<file path="src/rtl/rggen_rtl_pkg.sv">
`default_nettype none
//==============================================================================
// Module      : rggen_rtl_pkg
// Description : Shared access direction, response status and external window
//               addressing mode types for the register block slice.
// Revision    : 1.0 - initial release
//==============================================================================
package rggen_rtl_pkg;

    typedef enum logic {
        RGGEN_READ  = 1'b0,
        RGGEN_WRITE = 1'b1
    } rggen_direction;

    typedef enum logic [1:0] {
        RGGEN_OKAY         = 2'b00,
        RGGEN_EXOKAY       = 2'b01,
        RGGEN_SLAVE_ERROR  = 2'b10,
        RGGEN_DECODE_ERROR = 2'b11
    } rggen_status;

    typedef enum logic {
        BYTE_OFFSET = 1'b0,
        WORD_INDEX  = 1'b1
    } rggen_external_mode;

endpackage
`default_nettype wire

</file>
<file path="src/rtl/rggen_bus_if.sv">
`default_nettype none
//==============================================================================
// Module      : rggen_bus_if
// Description : Simple request/acknowledge bus toward an external slave.
//               done marks the cycle in which an outstanding request is acked.
// Revision    : 1.0 - initial release
//==============================================================================
interface rggen_bus_if #(
    parameter int ADDRESS_WIDTH = 16,
    parameter int DATA_WIDTH    = 32
);
    import rggen_rtl_pkg::*;

    logic                      request;
    logic [ADDRESS_WIDTH-1:0]  address;
    rggen_direction            direction;
    logic [DATA_WIDTH-1:0]     write_data;
    logic [DATA_WIDTH/8-1:0]   write_strobe;
    logic                      ack;
    logic [DATA_WIDTH-1:0]     read_data;
    rggen_status               status;
    logic                      done;

    assign done = request & ack;

    modport master (
        output request,
        output address,
        output direction,
        output write_data,
        output write_strobe,
        input  done,
        input  read_data,
        input  status
    );

    modport slave (
        input  request,
        input  address,
        input  direction,
        input  write_data,
        input  write_strobe,
        input  done,
        output ack,
        output read_data,
        output status
    );

endinterface
`default_nettype wire

</file>
<file path="src/rtl/rggen_register_if.sv">
`default_nettype none
//==============================================================================
// Module      : rggen_register_if
// Description : Local register access interface shared by all register slots.
// Revision    : 1.0 - initial release
//==============================================================================
interface rggen_register_if #(
    parameter int ADDRESS_WIDTH = 16,
    parameter int DATA_WIDTH    = 32
);
    import rggen_rtl_pkg::*;

    logic                      request;
    logic [ADDRESS_WIDTH-1:0]  address;
    rggen_direction            direction;
    logic [DATA_WIDTH-1:0]     write_data;
    logic [DATA_WIDTH/8-1:0]   write_strobe;
    logic                      ready;
    rggen_status               status;
    logic [DATA_WIDTH-1:0]     read_data;

    modport control (
        input  request,
        input  address,
        input  direction,
        output ready,
        output status
    );

    modport data (
        input  write_data,
        input  write_strobe,
        output read_data
    );

endinterface
`default_nettype wire

</file>
<file path="src/rtl/rggen_external_watchdog.sv">
`default_nettype none
//==============================================================================
// Module      : rggen_external_watchdog
// Description : Counts enabled cycles and flags the last allowed cycle.
// Revision    : 1.0 - initial release
//==============================================================================
module rggen_external_watchdog #(
    parameter int TIMEOUT_CYCLES = 1
)(
    input  logic clk,
    input  logic rst,
    input  logic clear,
    input  logic enable,
    output logic expire
);

    localparam int c_COUNT_WIDTH = (TIMEOUT_CYCLES > 1) ? $clog2(TIMEOUT_CYCLES) : 1;
    localparam logic [c_COUNT_WIDTH-1:0] c_LAST = c_COUNT_WIDTH'(TIMEOUT_CYCLES - 1);

    logic [c_COUNT_WIDTH-1:0] r_count;

    // Counting stops at the last cycle so the counter never wraps.
    always_ff @(posedge clk or posedge rst) begin
        if (rst) begin
            r_count <= '0;
        end else if (clear) begin
            r_count <= '0;
        end else if (enable && !expire) begin
            r_count <= r_count + 1'b1;
        end
    end

    assign expire = enable && (r_count == c_LAST);

endmodule
`default_nettype wire

</file>
<file path="src/rtl/rggen_external_window.sv">
`default_nettype none
//==============================================================================
// Module      : rggen_external_window
// Description : Bridges a register-block address window to an external bus
//               slave, with optional watchdog abort and registered response.
// Revision    : 1.0 - initial release
//==============================================================================
module rggen_external_window
    import rggen_rtl_pkg::*;
#(
    parameter int                     ADDRESS_WIDTH  = 16,
    parameter bit [ADDRESS_WIDTH-1:0] START_ADDRESS  = '0,
    parameter bit [ADDRESS_WIDTH-1:0] END_ADDRESS    = '0,
    parameter int                     DATA_WIDTH     = 32,
    parameter int                     ADDRESS_MODE   = 0,
    parameter int                     RESPONSE_STAGE = 0,
    parameter int                     TIMEOUT_CYCLES = 0
)(
    input  logic              clk,
    input  logic              rst,
    rggen_register_if.control register_control_if,
    rggen_register_if.data    register_data_if,
    rggen_bus_if.master       bus_if,
    output logic              timeout
);

    localparam int c_STROBE_WIDTH = DATA_WIDTH / 8;
    localparam int c_WORD_SHIFT   = $clog2(c_STROBE_WIDTH);
    localparam bit [ADDRESS_WIDTH-1:0] c_WINDOW_LAST = END_ADDRESS - START_ADDRESS;
    localparam bit [ADDRESS_WIDTH:0]   c_WINDOW_SIZE = {1'b0, c_WINDOW_LAST} + 1'b1;
    localparam int c_WINDOW_BITS  = $clog2(c_WINDOW_SIZE);
    localparam bit c_WORD_MODE    = (ADDRESS_MODE == int'(WORD_INDEX));
    localparam int c_RAW_EXT_WIDTH = c_WORD_MODE ? (c_WINDOW_BITS - c_WORD_SHIFT) : c_WINDOW_BITS;
    localparam int c_EXT_WIDTH    = (c_RAW_EXT_WIDTH < 1) ? 1 : c_RAW_EXT_WIDTH;

    localparam logic [1:0] c_IDLE  = 2'd0;
    localparam logic [1:0] c_BUSY  = 2'd1;
    localparam logic [1:0] c_RESP  = 2'd2;
    localparam logic [1:0] c_GUARD = 2'd3;

    logic [1:0]                r_state;
    logic [1:0]                w_next_state;
    logic [c_EXT_WIDTH-1:0]    r_address;
    rggen_direction            r_direction;
    logic [DATA_WIDTH-1:0]     r_write_data;
    logic [c_STROBE_WIDTH-1:0] r_write_strobe;
    logic [DATA_WIDTH-1:0]     r_read_data;
    rggen_status               r_status;

    logic [ADDRESS_WIDTH-1:0]  w_offset;
    logic [ADDRESS_WIDTH-1:0]  w_index;
    logic                      w_address_match;
    logic                      w_busy;
    logic                      w_start;
    logic                      w_done;
    logic                      w_expire;
    logic                      w_abort;

    // Offset wraps modulo 2^ADDRESS_WIDTH, so one compare covers both bounds.
    assign w_offset        = register_control_if.address - START_ADDRESS;
    assign w_index         = c_WORD_MODE ? (w_offset >> c_WORD_SHIFT) : w_offset;
    assign w_address_match = (w_offset <= c_WINDOW_LAST);

    assign w_busy  = (r_state == c_BUSY);
    assign w_start = (r_state == c_IDLE) && register_control_if.request && w_address_match;
    assign w_done  = w_busy && bus_if.done;
    assign w_abort = w_busy && !bus_if.done && w_expire;

    generate
        if (TIMEOUT_CYCLES > 0) begin : g_watchdog
            logic w_clear;
            assign w_clear = !w_busy;
            rggen_external_watchdog #(
                .TIMEOUT_CYCLES (TIMEOUT_CYCLES)
            ) u_watchdog (
                .clk    (clk),
                .rst    (rst),
                .clear  (w_clear),
                .enable (w_busy),
                .expire (w_expire)
            );
        end else begin : g_no_watchdog
            assign w_expire = 1'b0;
        end
    endgenerate

    always_ff @(posedge clk or posedge rst) begin
        if (rst) begin
            r_state <= c_IDLE;
        end else begin
            r_state <= w_next_state;
        end
    end

    always_comb begin
        w_next_state = r_state;
        case (r_state)
            c_IDLE: begin
                if (w_start) begin
                    w_next_state = c_BUSY;
                end
            end
            c_BUSY: begin
                if (w_done) begin
                    w_next_state = (RESPONSE_STAGE != 0) ? c_RESP : c_GUARD;
                end else if (w_abort) begin
                    w_next_state = c_RESP;
                end
            end
            c_RESP:  w_next_state = c_GUARD;
            default: w_next_state = c_IDLE;
        endcase
    end

    // Request fields live only for the duration of the bus access.
    always_ff @(posedge clk or posedge rst) begin
        if (rst) begin
            r_address      <= '0;
            r_direction    <= RGGEN_READ;
            r_write_data   <= '0;
            r_write_strobe <= '0;
        end else if (w_start) begin
            r_address      <= c_EXT_WIDTH'(w_index);
            r_direction    <= register_control_if.direction;
            r_write_data   <= register_data_if.write_data;
            r_write_strobe <= register_data_if.write_strobe;
        end else if (w_done || w_abort) begin
            r_address      <= '0;
            r_direction    <= RGGEN_READ;
            r_write_data   <= '0;
            r_write_strobe <= '0;
        end
    end

    always_ff @(posedge clk or posedge rst) begin
        if (rst) begin
            r_read_data <= '0;
            r_status    <= RGGEN_OKAY;
        end else if (w_abort) begin
            r_read_data <= '0;
            r_status    <= RGGEN_SLAVE_ERROR;
        end else if (w_done && (RESPONSE_STAGE != 0)) begin
            r_read_data <= bus_if.read_data;
            r_status    <= bus_if.status;
        end
    end

    // RESP is reached either through the response register or a watchdog abort.
    generate
        if (RESPONSE_STAGE != 0) begin : g_registered_response
            assign register_control_if.ready  = (r_state == c_RESP);
            assign register_control_if.status = r_status;
            assign register_data_if.read_data = r_read_data;
        end else begin : g_direct_response
            assign register_control_if.ready  = w_done || (r_state == c_RESP);
            assign register_control_if.status = w_done ? bus_if.status : r_status;
            assign register_data_if.read_data = w_done ? bus_if.read_data : r_read_data;
        end
    endgenerate

    assign bus_if.request      = w_busy;
    assign bus_if.address      = ADDRESS_WIDTH'(r_address);
    assign bus_if.direction    = r_direction;
    assign bus_if.write_data   = r_write_data;
    assign bus_if.write_strobe = r_write_strobe;
    assign timeout             = w_abort;

endmodule
`default_nettype wire
</file>
<file path="src/flat_wrapper.sv">
// flat-port wrapper written by rule: the top's interface ports become plain ports
module rggen_external_window_flat import rggen_rtl_pkg::*;
#(
    parameter int                     ADDRESS_WIDTH  = 16,
    parameter bit [ADDRESS_WIDTH-1:0] START_ADDRESS  = '0,
    parameter bit [ADDRESS_WIDTH-1:0] END_ADDRESS    = '0,
    parameter int                     DATA_WIDTH     = 32,
    parameter int                     ADDRESS_MODE   = 0,
    parameter int                     RESPONSE_STAGE = 0,
    parameter int                     TIMEOUT_CYCLES = 0
)
  (clk, rst, timeout, register_control_if_request, register_control_if_address, register_control_if_direction, register_control_if_ready, register_control_if_status, register_data_if_write_data, register_data_if_write_strobe, register_data_if_read_data, bus_if_request, bus_if_address, bus_if_direction, bus_if_write_data, bus_if_write_strobe, bus_if_read_data, bus_if_status);
  rggen_register_if #(.ADDRESS_WIDTH(ADDRESS_WIDTH), .DATA_WIDTH(DATA_WIDTH)) register_control_if_i ();
  rggen_register_if #(.ADDRESS_WIDTH(ADDRESS_WIDTH), .DATA_WIDTH(DATA_WIDTH)) register_data_if_i ();
  rggen_bus_if #(.ADDRESS_WIDTH(ADDRESS_WIDTH), .DATA_WIDTH(DATA_WIDTH)) bus_if_i ();
  input  logic clk;
  input  logic rst;
  output logic timeout;
  input wire logic [$bits(register_control_if_i.request)-1:0] register_control_if_request;
  input wire logic [$bits(register_control_if_i.address)-1:0] register_control_if_address;
  input wire logic [$bits(register_control_if_i.direction)-1:0] register_control_if_direction;
  output wire logic [$bits(register_control_if_i.ready)-1:0] register_control_if_ready;
  output wire logic [$bits(register_control_if_i.status)-1:0] register_control_if_status;
  input wire logic [$bits(register_data_if_i.write_data)-1:0] register_data_if_write_data;
  input wire logic [$bits(register_data_if_i.write_strobe)-1:0] register_data_if_write_strobe;
  output wire logic [$bits(register_data_if_i.read_data)-1:0] register_data_if_read_data;
  output wire logic [$bits(bus_if_i.request)-1:0] bus_if_request;
  output wire logic [$bits(bus_if_i.address)-1:0] bus_if_address;
  output wire logic [$bits(bus_if_i.direction)-1:0] bus_if_direction;
  output wire logic [$bits(bus_if_i.write_data)-1:0] bus_if_write_data;
  output wire logic [$bits(bus_if_i.write_strobe)-1:0] bus_if_write_strobe;
  input wire logic [$bits(bus_if_i.read_data)-1:0] bus_if_read_data;
  input wire logic [$bits(bus_if_i.status)-1:0] bus_if_status;
  assign register_control_if_i.request = register_control_if_request;
  assign register_control_if_i.address = register_control_if_address;
  assign register_control_if_i.direction = register_control_if_direction;
  assign register_control_if_ready = register_control_if_i.ready;
  assign register_control_if_status = register_control_if_i.status;
  assign register_data_if_i.write_data = register_data_if_write_data;
  assign register_data_if_i.write_strobe = register_data_if_write_strobe;
  assign register_data_if_read_data = register_data_if_i.read_data;
  assign bus_if_request = bus_if_i.request;
  assign bus_if_address = bus_if_i.address;
  assign bus_if_direction = bus_if_i.direction;
  assign bus_if_write_data = bus_if_i.write_data;
  assign bus_if_write_strobe = bus_if_i.write_strobe;
  assign bus_if_i.read_data = bus_if_read_data;
  assign bus_if_i.status = bus_if_status;
  rggen_external_window #(.ADDRESS_WIDTH(ADDRESS_WIDTH), .START_ADDRESS(START_ADDRESS), .END_ADDRESS(END_ADDRESS), .DATA_WIDTH(DATA_WIDTH), .ADDRESS_MODE(ADDRESS_MODE), .RESPONSE_STAGE(RESPONSE_STAGE), .TIMEOUT_CYCLES(TIMEOUT_CYCLES)) u_core (.clk(clk), .rst(rst), .register_control_if(register_control_if_i), .register_data_if(register_data_if_i), .bus_if(bus_if_i), .timeout(timeout));
endmodule
</file>
<file path="config.mk">
export PLATFORM = sky130hd
export DESIGN_NAME = rggen_external_window_flat
export DESIGN_NICKNAME = d
export VERILOG_FILES = /design/src/rtl/rggen_rtl_pkg.sv /design/src/rtl/rggen_bus_if.sv /design/src/rtl/rggen_register_if.sv /design/src/rtl/rggen_external_watchdog.sv /design/src/rtl/rggen_external_window.sv /design/src/flat_wrapper.sv
export SDC_FILE = /design/constraint.sdc
export NUM_CORES = 1
export LEC_CHECK = 0
export ABC_AREA = 1
export BUFFER_PORTS_ARGS = -buffer_cell sky130_fd_sc_hd__buf_2
export CAP_MARGIN = 20
export CELL_PAD_IN_SITES_DETAIL_PLACEMENT = 0
export CELL_PAD_IN_SITES_GLOBAL_PLACEMENT = 1
export CORE_UTILIZATION = 28
export DETAILED_ROUTE_END_ITERATION = 6
export PLACE_DENSITY_LB_ADDON = 0.1
export SKIP_LAST_GASP = 1
export SYNTH_ARGS = -nofsm -noshare
export SYNTH_HDL_FRONTEND = slang
export SYNTH_SLANG_ARGS = --single-unit
</file>
<file path="constraint.sdc">
create_clock -name clk -period 3.6 [get_ports clk]
set_input_delay 0 -clock clk [delete_from_list [all_inputs] [get_ports clk]]
set_output_delay 0 -clock clk [all_outputs]
set_load 0.02 [all_outputs]
</file>
* After elaboration in Yosys (flattened, before gate mapping)
Index checks and enable logic that the tools add are counted.
Storage, ports and cells: register bits after elaboration 40
Operators by class: $lt $le $gt $ge 1, eq/ne operators 4, multiplexer cells 12, bitwise gates (word level) 1, reductions and logical operators 7
Operators with widths (count):
- $mux 32 | 3
- $le 16x1->1 const B | 1
- $mux 4 | 2
- $mux 2 | 3
- $pmux 2 s3 | 1
- $ne 2x1->1 const B | 2
- $logic_and 1x1->1 | 3
- $mux 1 | 3
- $eq 2x1->1 const B | 1
- $eq 2x2->1 const B | 1
- $logic_not 2->1 | 1
- $reduce_and 2->1 | 1
- $reduce_bool 2->1 | 1
- $and 1x1->1 | 1
- $logic_or 1x1->1 | 1

* Logic depth before layout (Yosys ltp)
Gate-level depths: netlist of run 1.
word-level depth 5, gate-level depth with buffers 10

* Worst setup path before layout of run 1
OpenSTA, ideal clock, no wires.
path type register to register, start register u_core.r_state[0], end register u_core.r_write_data[20], in the netlist u_core.bus_if.write_data[20], library setup time 0.130 ns, arrival time 1.345 ns, path slack 2.125 ns, stages on the path, launching flop included 10, buffers on the path 2, cell sequence dfrtp_1 -> inv_1 -> ha_1 -> nand2_1 -> nor3_1 -> nand3_2 -> buf_6 -> buf_6 -> nand2_1 -> o21ai_1
On the way: word-level cells in the longest chain between the ends 4, elaborated cells between the ends (all ways) 8
Ends and longest elaborated chain:
- start: declaration | line rggen_external_window.sv:41 | logic [1:0] r_state;
- start signal: assignment | line rggen_external_window.sv:89 | r_state <= c_IDLE;
- start signal: assignment | line rggen_external_window.sv:91 | r_state <= w_next_state;
- $eq 2x1->1 / $logic_not 2->1 (equally long branches) | line rggen_external_window.sv:64, rggen_external_window.sv:65
- $and 1x1->1 / $logic_and 1x1->1 (equally long branches) | line rggen_bus_if.sv:24, rggen_external_window.sv:65
- $logic_and 1x1->1 (on tied branches) | line rggen_external_window.sv:66, rggen_external_window.sv:65
- $reduce_bool 2->1 (no line) / $mux 32 (equally long branches)
- end signal: assignment | line rggen_external_window.sv:125 | r_write_data <= register_data_if.write_data;
- end: declaration | line rggen_external_window.sv:45 | logic [DATA_WIDTH-1:0] r_write_data;
Parallel ways exist; a longest one is shown, timed or not. A chain may end at the register's enable or synchronous reset.

* Worst setup path after layout of run 1
start register u_core.r_state[0], end register u_core.r_state[1]
On the way: word-level cells in the longest chain between the ends 5, elaborated cells between the ends (all ways) 11
Ends and longest elaborated chain (line):
- $eq 2x1->1 / $logic_not 2->1 (equally long branches) | rggen_external_window.sv:64, rggen_external_window.sv:97, rggen_external_window.sv:65
- $and 1x1->1 / $logic_and 1x1->1 (equally long branches) | rggen_bus_if.sv:24, rggen_external_window.sv:65
- $logic_and 1x1->1 (on tied branches) | rggen_external_window.sv:66, rggen_external_window.sv:65
- $ne 2x1->1 (no line)
- $reduce_and 2->1 (no line)
Parallel ways exist; a longest one is shown, timed or not.

==> results of run 1 <==
-- critical path, cell delays in order (launching register included) --
cell and delay [ps]:
sky130_fd_sc_hd__dfrtp_1 410, sky130_fd_sc_hd__inv_1 80, sky130_fd_sc_hd__ha_1 220, sky130_fd_sc_hd__nand2_1 60
sky130_fd_sc_hd__nor3_1 60, sky130_fd_sc_hd__nand3_2 70, sky130_fd_sc_hd__buf_4 610, sky130_fd_sc_hd__nand2_2 140
sky130_fd_sc_hd__nand2_1 130, sky130_fd_sc_hd__nand2_1 60, sky130_fd_sc_hd__nand2_1 50
-- metal layers --
metal / routed length, µm / share of wire / GRT usage
met5: 0 / 0 / 0
met4: 21 / 0.0048 / 0.03463
met3: 379 / 0.087 / 0.03232
met2: 1994 / 0.46 / 0.1804
met1: 1966 / 0.45 / 0.1331
-- placed cells by master, fill, tap and decap left out, drive strengths merged --
master,instances
buf,96
clkbuf,6
clkinv,2
conb,50
dfrtp,40
dlygate4sd3,38
ha,4
inv,43
nand2,48
nand3,3
nor2,8
nor3,1
o21ai,37
or2,1
-- cell families after synthesis --
| family | Yosys count | synth area share |
|---|---|---|
| AOI/OAI and AO/OA | 37 | 0.1043 |
| DFF | 40 | 0.4687 |
| and+or+nand+nor | 61 | 0.1142 |
| adders and majority gates | 4 | 0.02343 |
| buffers and inverters | 102 | 0.2876 |
| other | 1 | 0.001756 |
-- cell type report --
cell class	instances	area, µm²
clock buffers	6	82.58
clock inverters	2	10.01
fillers	774	4384
inverters	43	161.4
multi-input cells	152	704.4
flip-flops and latches	40	1001
well taps	99	123.9
repair buffers	134	863.3
-- report_power, final --
group	internal, µW	switching [µW]
Combinational	91.9	141
Sequential	462	13.6
Clock	153	148
Total	707	303
-- metrics by stage --
stage / cells / instance area, µm² / setup WS, ps / total power (µW)
2_1_floorplan: 294 / 2320 / 2125 / 672.9
5_1_grt: 476 / 2947 / 1447 / 1083
6_report: 476 / 2947 / 1653 / 1010
3_3_place_gp: 430 / 2474 / 1613 / 686.9
3_5_place_dp: 430 / 2474 / 1621 / 687.5
4_1_cts: 476 / 2947 / 1596 / 1035
-- how the worst max path moves through the flow --
stage | startpoint | to | slack (ps) | cells past startpoint
finish | u_core.r_state[0] | u_core.r_state[1] | 1650 | 10
global route | u_core.r_state[0] | u_core.r_state[1] | 1450 | 10
CTS | u_core.r_state[0] | u_core.r_state[1] | 1600 | 10
detailed placement | u_core.r_state[0] | u_core.r_state[1] | 1620 | 10
global placement | u_core.r_state[0] | u_core.r_state[1] | 1610 | 10
floorplan | u_core.r_state[0] | u_core.bus_if.write_data[20] | 2120 | 9
-- sequential cells by signal (all words and copies together) (netlist names) --
register	count
u_core.bus_if.direction	1
u_core.bus_if.write_data	32
u_core.r_state	2
u_core.r_address	1
u_core.bus_if.write_strobe	4
-- timing repair --
item / 4_1_cts / 5_1_grt
endpoints found under the setup margin: 0 / 0
endpoints found under the hold margin: 77 / 0
hold buffers: 38 / 0
gates resized for setup: 0 / 0
==> results list, run 1 <==
- Synthesis inferred 40 register bits.
- Peak clock frequency supported by timing: 0.5136 GHz
* Post-Route Setup TNS: 0 ps
* Minimum clock period after layout: 1947 ps
- CTS built an H-tree with a depth of 2.
* Total grt overflow: 0
* Worst path arrival time: 2170 ps
- Synth area leader: sky130_fd_sc_hd__dfrtp_1
* Clock transition at the registers of the reported paths: 80 ps
* WS Path Type: flop to flop
- TritonCTS clock tree: done
- Final weighted congestion in routability-driven placement: 0.6291
- The final number of max-transition violations is 0.
- Crit share post-route: 0.5408
- Classification of the worst-slack hold path: input pin to async pin
* Vias in the first global route: 1447
* Maximum buffer depth of the clock tree: 2
- Final net count: 470
* Number of antenna violations at the first check in global routing: 0
- In this run the critical register-to-register path is captured at u_core.r_state[1].
* Syn Std Cell Area: 2136 µm²
- Detailed Route WL: 4361 µm
* Boundary pin count: 180
- For this design the static power due to leakage is 0.001772 µW.
* Pin count of the biggest net entering global routing: 77
- Worst R2R Setup Slack: 1650 ps
- Worst reg2reg path startpoint: u_core.r_state[0]
- For the pin with the worst max-slew slack, the measured transition is 856.9 ps.
- The clock reaches the later pin of the worst-skew pair after 280 ps.
* CTS sink count: 40
* HPWL after DPL: 2977 µm
- Setup repair after global routing left no endpoint under its margin.
- The detail route stage leaves a number of antenna-violating nets equal to 0.
* Worst hold slack: 444.5 ps
- Depth of the worst register-to-register path: 10
* Number of clock buffers inserted by TritonCTS: 5
- Die Area: 7981 µm²
- Setup violators final: 0
- Share of layout cells above drive strength 1: 0.3103
- Syn. warnings: 1
- Sequential fraction of the synthesis area: 0.4687
- Remaining DRCs: 0
- The share of synthesized area in the top cell type comes to 0.4687.
- For this run, the total global-route usage over all layers was measured as 0.1078.
* Number of synthesized flops with an enable pin: 0
- Synthesis handed over a netlist of 245 instances.
* Post-CTS Repair Setup Buffers: 0
- Util after Layout: 0.4019
- In this run the clock root is driven by a sky130_fd_sc_hd__clkbuf_8.
* Core area: 7331 µm²
* Power density over the cells: 342.7 nW/µm²
- Cells taking the most area after synthesis: sky130_fd_sc_hd__dfrtp_1 47%, sky130_fd_sc_hd__buf_4 18%, sky130_fd_sc_hd__nand2_1 8.3%
- For this configuration, the core starts out at a cell density of 0.2913.
- Among all cell types in the netlist, the one instantiated most often is sky130_fd_sc_hd__buf_4.
- Row Count: 31
- Along the worst path, the maximum fanout reaches 76.
- PortBufs: 95
* Total via count in the routed design: 1722
* Post-detailed-route wirelength per cell: 9.162 µm
* Final Hold Fails: 0
- Number of detailed-routing iterations run before antenna repair: 4
- Global-route wire length before repair: 6527 µm
- Counting flops with an async set or reset pin after synthesis yields a share of 1.000.
* CP endpoint kind: flop
- Post-synthesis cell type count: 19
- Mapped Avg Cell Area: 8.718 µm²
- Most used flip-flop cell after synthesis: sky130_fd_sc_hd__dfrtp_1
- The die is 89.34 µm wide.
- STA classifies the critical path startpoint as a flop.
- Maxcap violations: 0
* Largest vdd supply drop: 0.0001128 V
- For this block, the initial DRC count from the detailed router was 71.
- The worst pin sits at a relative slew slack of 0.4279.
- Dividing the detail-routed via count by the number of cells gives 3.618.
- Ant. Diodes: 0
- Relative to the synthesized area, the layout overhead comes to 37.96%.
* Height of the die: 89.34 µm
- Between clock sinks in the finished design, the worst skew comes to 3.689 ps.
- The flow ran to the end, and the final reports show no timing, DRC or antenna violations.
* CP required: 3820 ps
- In the synthesized netlist, the cells that appear most often are 51 x sky130_fd_sc_hd__buf_4, 47 x sky130_fd_sc_hd__nand2_1, 43 x sky130_fd_sc_hd__inv_1.
(Power assumes the default switching activity.)
==> run 2: changes to the inputs <==
--- a/config.mk
+++ b/config.mk
@@ -10,7 +10,7 @@
 export CAP_MARGIN = 20
 export CELL_PAD_IN_SITES_DETAIL_PLACEMENT = 0
 export CELL_PAD_IN_SITES_GLOBAL_PLACEMENT = 1
-export CORE_UTILIZATION = 28
+export CORE_UTILIZATION = 23
 export DETAILED_ROUTE_END_ITERATION = 6
 export PLACE_DENSITY_LB_ADDON = 0.1
 export SKIP_LAST_GASP = 1
==> constraint.sdc (replaced) <==
create_clock -name clk -period 1.6 [get_ports clk]
set_input_delay 0 -clock clk [delete_from_list [all_inputs] [get_ports clk]]
set_output_delay 0 -clock clk [all_outputs]
set_load 0.02 [all_outputs]
==> run 2 against run 1 <==
  * The flow now finishes with violations (design-rule violations)
  * Combinational power rose to 2.9 times the previous value
  * Largest cell class unchanged
  * Total power is 140% higher
  * Final area is 4.8% higher
  * Utilization decreased by 5.3 points
  * Non-clock buffer count grew 8
  * Sequential power rose by 120%
  * Via count rose by 2.9%
  * First-iteration DRC count is the same
  * Clock skew grew 1.0 ps
==> results list, run 2 (synthesis results as in run 1) <==
- Vias in the first global route: 1693 (+17%)
- The aggregate global routing overflow came to 0 (unchanged).
* Height of the die: 98.37 µm (+10%)
* Most frequent standard cell in the layout excluding fill and tap cells: sky130_fd_sc_hd__buf_2
* PortBufs: 95 (unchanged)
- Count of placed standard cells including taps: 443 (+3.0%)
- The clock insertion delay at the later pin of the skew report is 290 ps (about the same).
- CTS sink count: 40 (unchanged)
- The count of routing violations after the opening detailed-route iteration is 71 (unchanged).
* Crit path max fanout: 4 (-95%)
- Setup violators final: 0 (unchanged)
* Highest-delay cell along the critical path: sky130_fd_sc_hd__dfrtp_1
* Util after Layout: 0.3490 (-0.05296)
* Worst path arrival time: 1680 ps (-490 ps)
- Antenna Violating Nets Remaining: 0 (unchanged)
- Total track usage: 0.1057 (-0.002058)
- Total cell area at the placement stage: 2540 µm² (+2.7%)
- Grouping stages by cell kind, the critical path spends the most delay in simple AND/OR/NAND/NOR gates.
- The number of cell rows is 34 (+9.7%).
- Clock root buffer: sky130_fd_sc_hd__clkbuf_8
- TritonCTS clock tree: done
- Final weighted congestion in routability-driven placement: 0.6719 (+6.8%)
- The number of vias in the routed layout is 1772 (+2.9%).
- The number of non-filler instances in the completed layout is 492 (+3.4%).
* CP endpoint kind: flop
- Capture point of the critical path: u_core.r_state[0]
- The via density per instance was 3.602 (-0.44%).
- Setup crit start: u_core.r_state[1]
- Setup repair after global routing could not meet its margin everywhere.
* HPWL after DPL: 3239 µm (+8.8%)
- Number of antenna violations at the first check in global routing: 0 (unchanged)
- Core area: 8848 µm² (+21%)
- The die area was 9676 µm² (+21%).
- Grt met3 use: 0.02792 (-0.004401)
- The combined buffer and inverter count along the critical path is 2 (unchanged).
- The power per standard cell area came to 772.2 nW/µm² (+130%).
- Maxcap violations: 0 (unchanged)
* Classification of the worst-slack hold path: input pin to async pin
- The maximum clock insertion buffer count was 2 (unchanged).
- Worst reg2reg path startpoint: u_core.r_state[1]
- CP required: 1790 ps (-2030 ps)
* Pin count of the biggest net entering global routing: 31 (-60%)
- The final layout net count came to 478 (+1.7%).
* Final non-filler cell area: 3088 µm² (+4.8%)
- The final reports fail on design-rule violations.
- The average routed wire per standard cell was 10.32 µm (+13%).
- Worst Skew: 4.700 ps (+1.011 ps)
* Final Hold Fails: 0 (unchanged)
* Cell repeated most along the worst path: sky130_fd_sc_hd__nand2_2
- The worst setup path is launched from a flop.
- Share of layout cells above drive strength 1: 0.3359 (+0.02559)
- The fraction of power spent switching nets came to 0.3152 (+0.01488).
* Result of the run: finished, violations left
* Number of max-slew violations in the final report: 0 (unchanged)
- Peak clock frequency supported by timing: 0.6705 GHz (+31%)
* Crit share post-route: 0.9321 (+0.3913)
- Detailed Route WL: 5075 µm (+16%)
* Starting density of the core: 0.2414 (-0.04997)
- P&R area growth vs syn: 44.58%
- The power consumption was 2385 µW (+140%).
* Worst R2R Setup Slack: 110 ps (-1540 ps)
- The layer flagged by global routing as most heavily used is met2.
- Top library cells by usage in the layout, fill and taps aside: 95 x sky130_fd_sc_hd__buf_2, 50 x sky130_fd_sc_hd__conb_1, 45 x sky130_fd_sc_hd__nand2_1
* Switching power of the nets: 751.5 µW (+150%)
- The worst vdd rail ir drop is 0.0002552 V (+130%).
- Ant. Diodes: 0 (unchanged)
- The logic gate share of total power came to 0.284 (+0.053).
* Number of clock buffers inserted by TritonCTS: 5 (unchanged)
- Depth of the worst register-to-register path: 10 (unchanged)
- Boundary pin count: 180 (unchanged)
- Clock transition at the registers of the reported paths: 80 ps (about the same)
* Critical R2R Capture: u_core.r_state[0]
- Post-Route Setup TNS: 0 ps (unchanged)
- Sequential Power Share: 0.442 (-0.029)
* Flip-flop count of the largest register after layout: 32 (unchanged)
- GRT met1 Usage: 0.1352 (+0.002128)
- The routing usage on met2 was 0.1733 (-0.007082).
- Internal power summed over all cells: 1633 µW (+130%)
- Chip Width: 98.37 µm (+10%)
- Traced cell by cell, the critical path runs through inv_2, ha_4, nand2_2, nor3_4, nand3_4, buf_6, nand2_2, nand2_2, nand2_1, nand2_1.
- The final critical delay including setup and external delays came to 1491 ps (-455.5 ps).
- Static leakage: 0.001824 µW (+2.9%)
- Number of detailed-routing iterations run before antenna repair: 6 (+2)
- Clock network fraction of design power: 0.274 (-0.024)
- The wire length of the first global-routing pass is 7928 µm (+21%).
* Largest incremental delay on the critical path: 390 ps (-220 ps)
- The residual DRC count was 13 (+13).
- The worst setup path is of the flop to flop kind.
- The count of cell instances traversed by the critical path was 10 (unchanged).
* # H-tree levels: 2 (unchanged)
[run 2: layout make-up]
| type | instances | area [µm²] |
|---|---|---|
| fill | 962 | 5761 |
| sequential | 40 | 1001 |
| timing repair buffer | 142 | 972.2 |
| multi-input combinational | 152 | 740.7 |
| inverter | 43 | 161.4 |
| tap | 108 | 135.1 |
| clock buffer | 6 | 72.57 |
| clock inverter | 1 | 5.005 |
[run 2: power groups by stage]
stage | combinational (µW) | clock (µW) | sequential, µW
floorplan | 433 | 0 | 1080
global placement | 526 | 0 | 1070
detailed placement | 524 | 0 | 1070
CTS | 661 | 701 | 1060
global route | 752 | 735 | 1060
finish | 677 | 653 | 1050
[run 2: how the worst min path moves through the flow]
stage | from | endpoint | slack (ps)
2_1_floorplan | register_data_if_write_data[30] | u_core.bus_if.write_data[30] | 130
3_3_place_gp | rst | u_core.bus_if.write_data[19] | 60
3_5_place_dp | rst | u_core.bus_if.write_data[19] | 60
4_1_cts | register_control_if_address[1] | u_core.r_state[1] | 270
5_1_grt | rst | u_core.bus_if.write_data[1] | 330
6_report | rst | u_core.bus_if.write_data[19] | 290
[run 2: worst register-to-register path: cells and delay by family (launching register included)]
kind / cells / cell delay (ps)
buf+inv: 2 / 240
simple gates: 7 / 600
flops: 1 / 390
fa+ha+maj: 1 / 140
[run 2: metal layers]
layer | share of wire | vias up
met5 | 0 | -
met1 | 0.46 | 764
met4 | 0.013 | 0
met3 | 0.089 | 8
met2 | 0.44 | 92
li1 | - | 908
[run 2: through the flow]
stage / setup WS [ps] / hold WS [ps]
3_5_place_dp: -149.4 / 60.60
4_1_cts: 11.32 / 274.4
6_report: 108.6 / 289.0
3_3_place_gp: -99.93 / 64.53
5_1_grt: -8.566 / 330.4
2_1_floorplan: 124.7 / 132.3
[run 2: what timing repair did]
item	in CTS	in global routing
cloned	1	0
resized for setup	10	3
pin swaps	3	2
hold buffers	38	0
buffers inserted	2	1
endpoints found under the setup margin	40	40
endpoints found under the hold margin	56	0
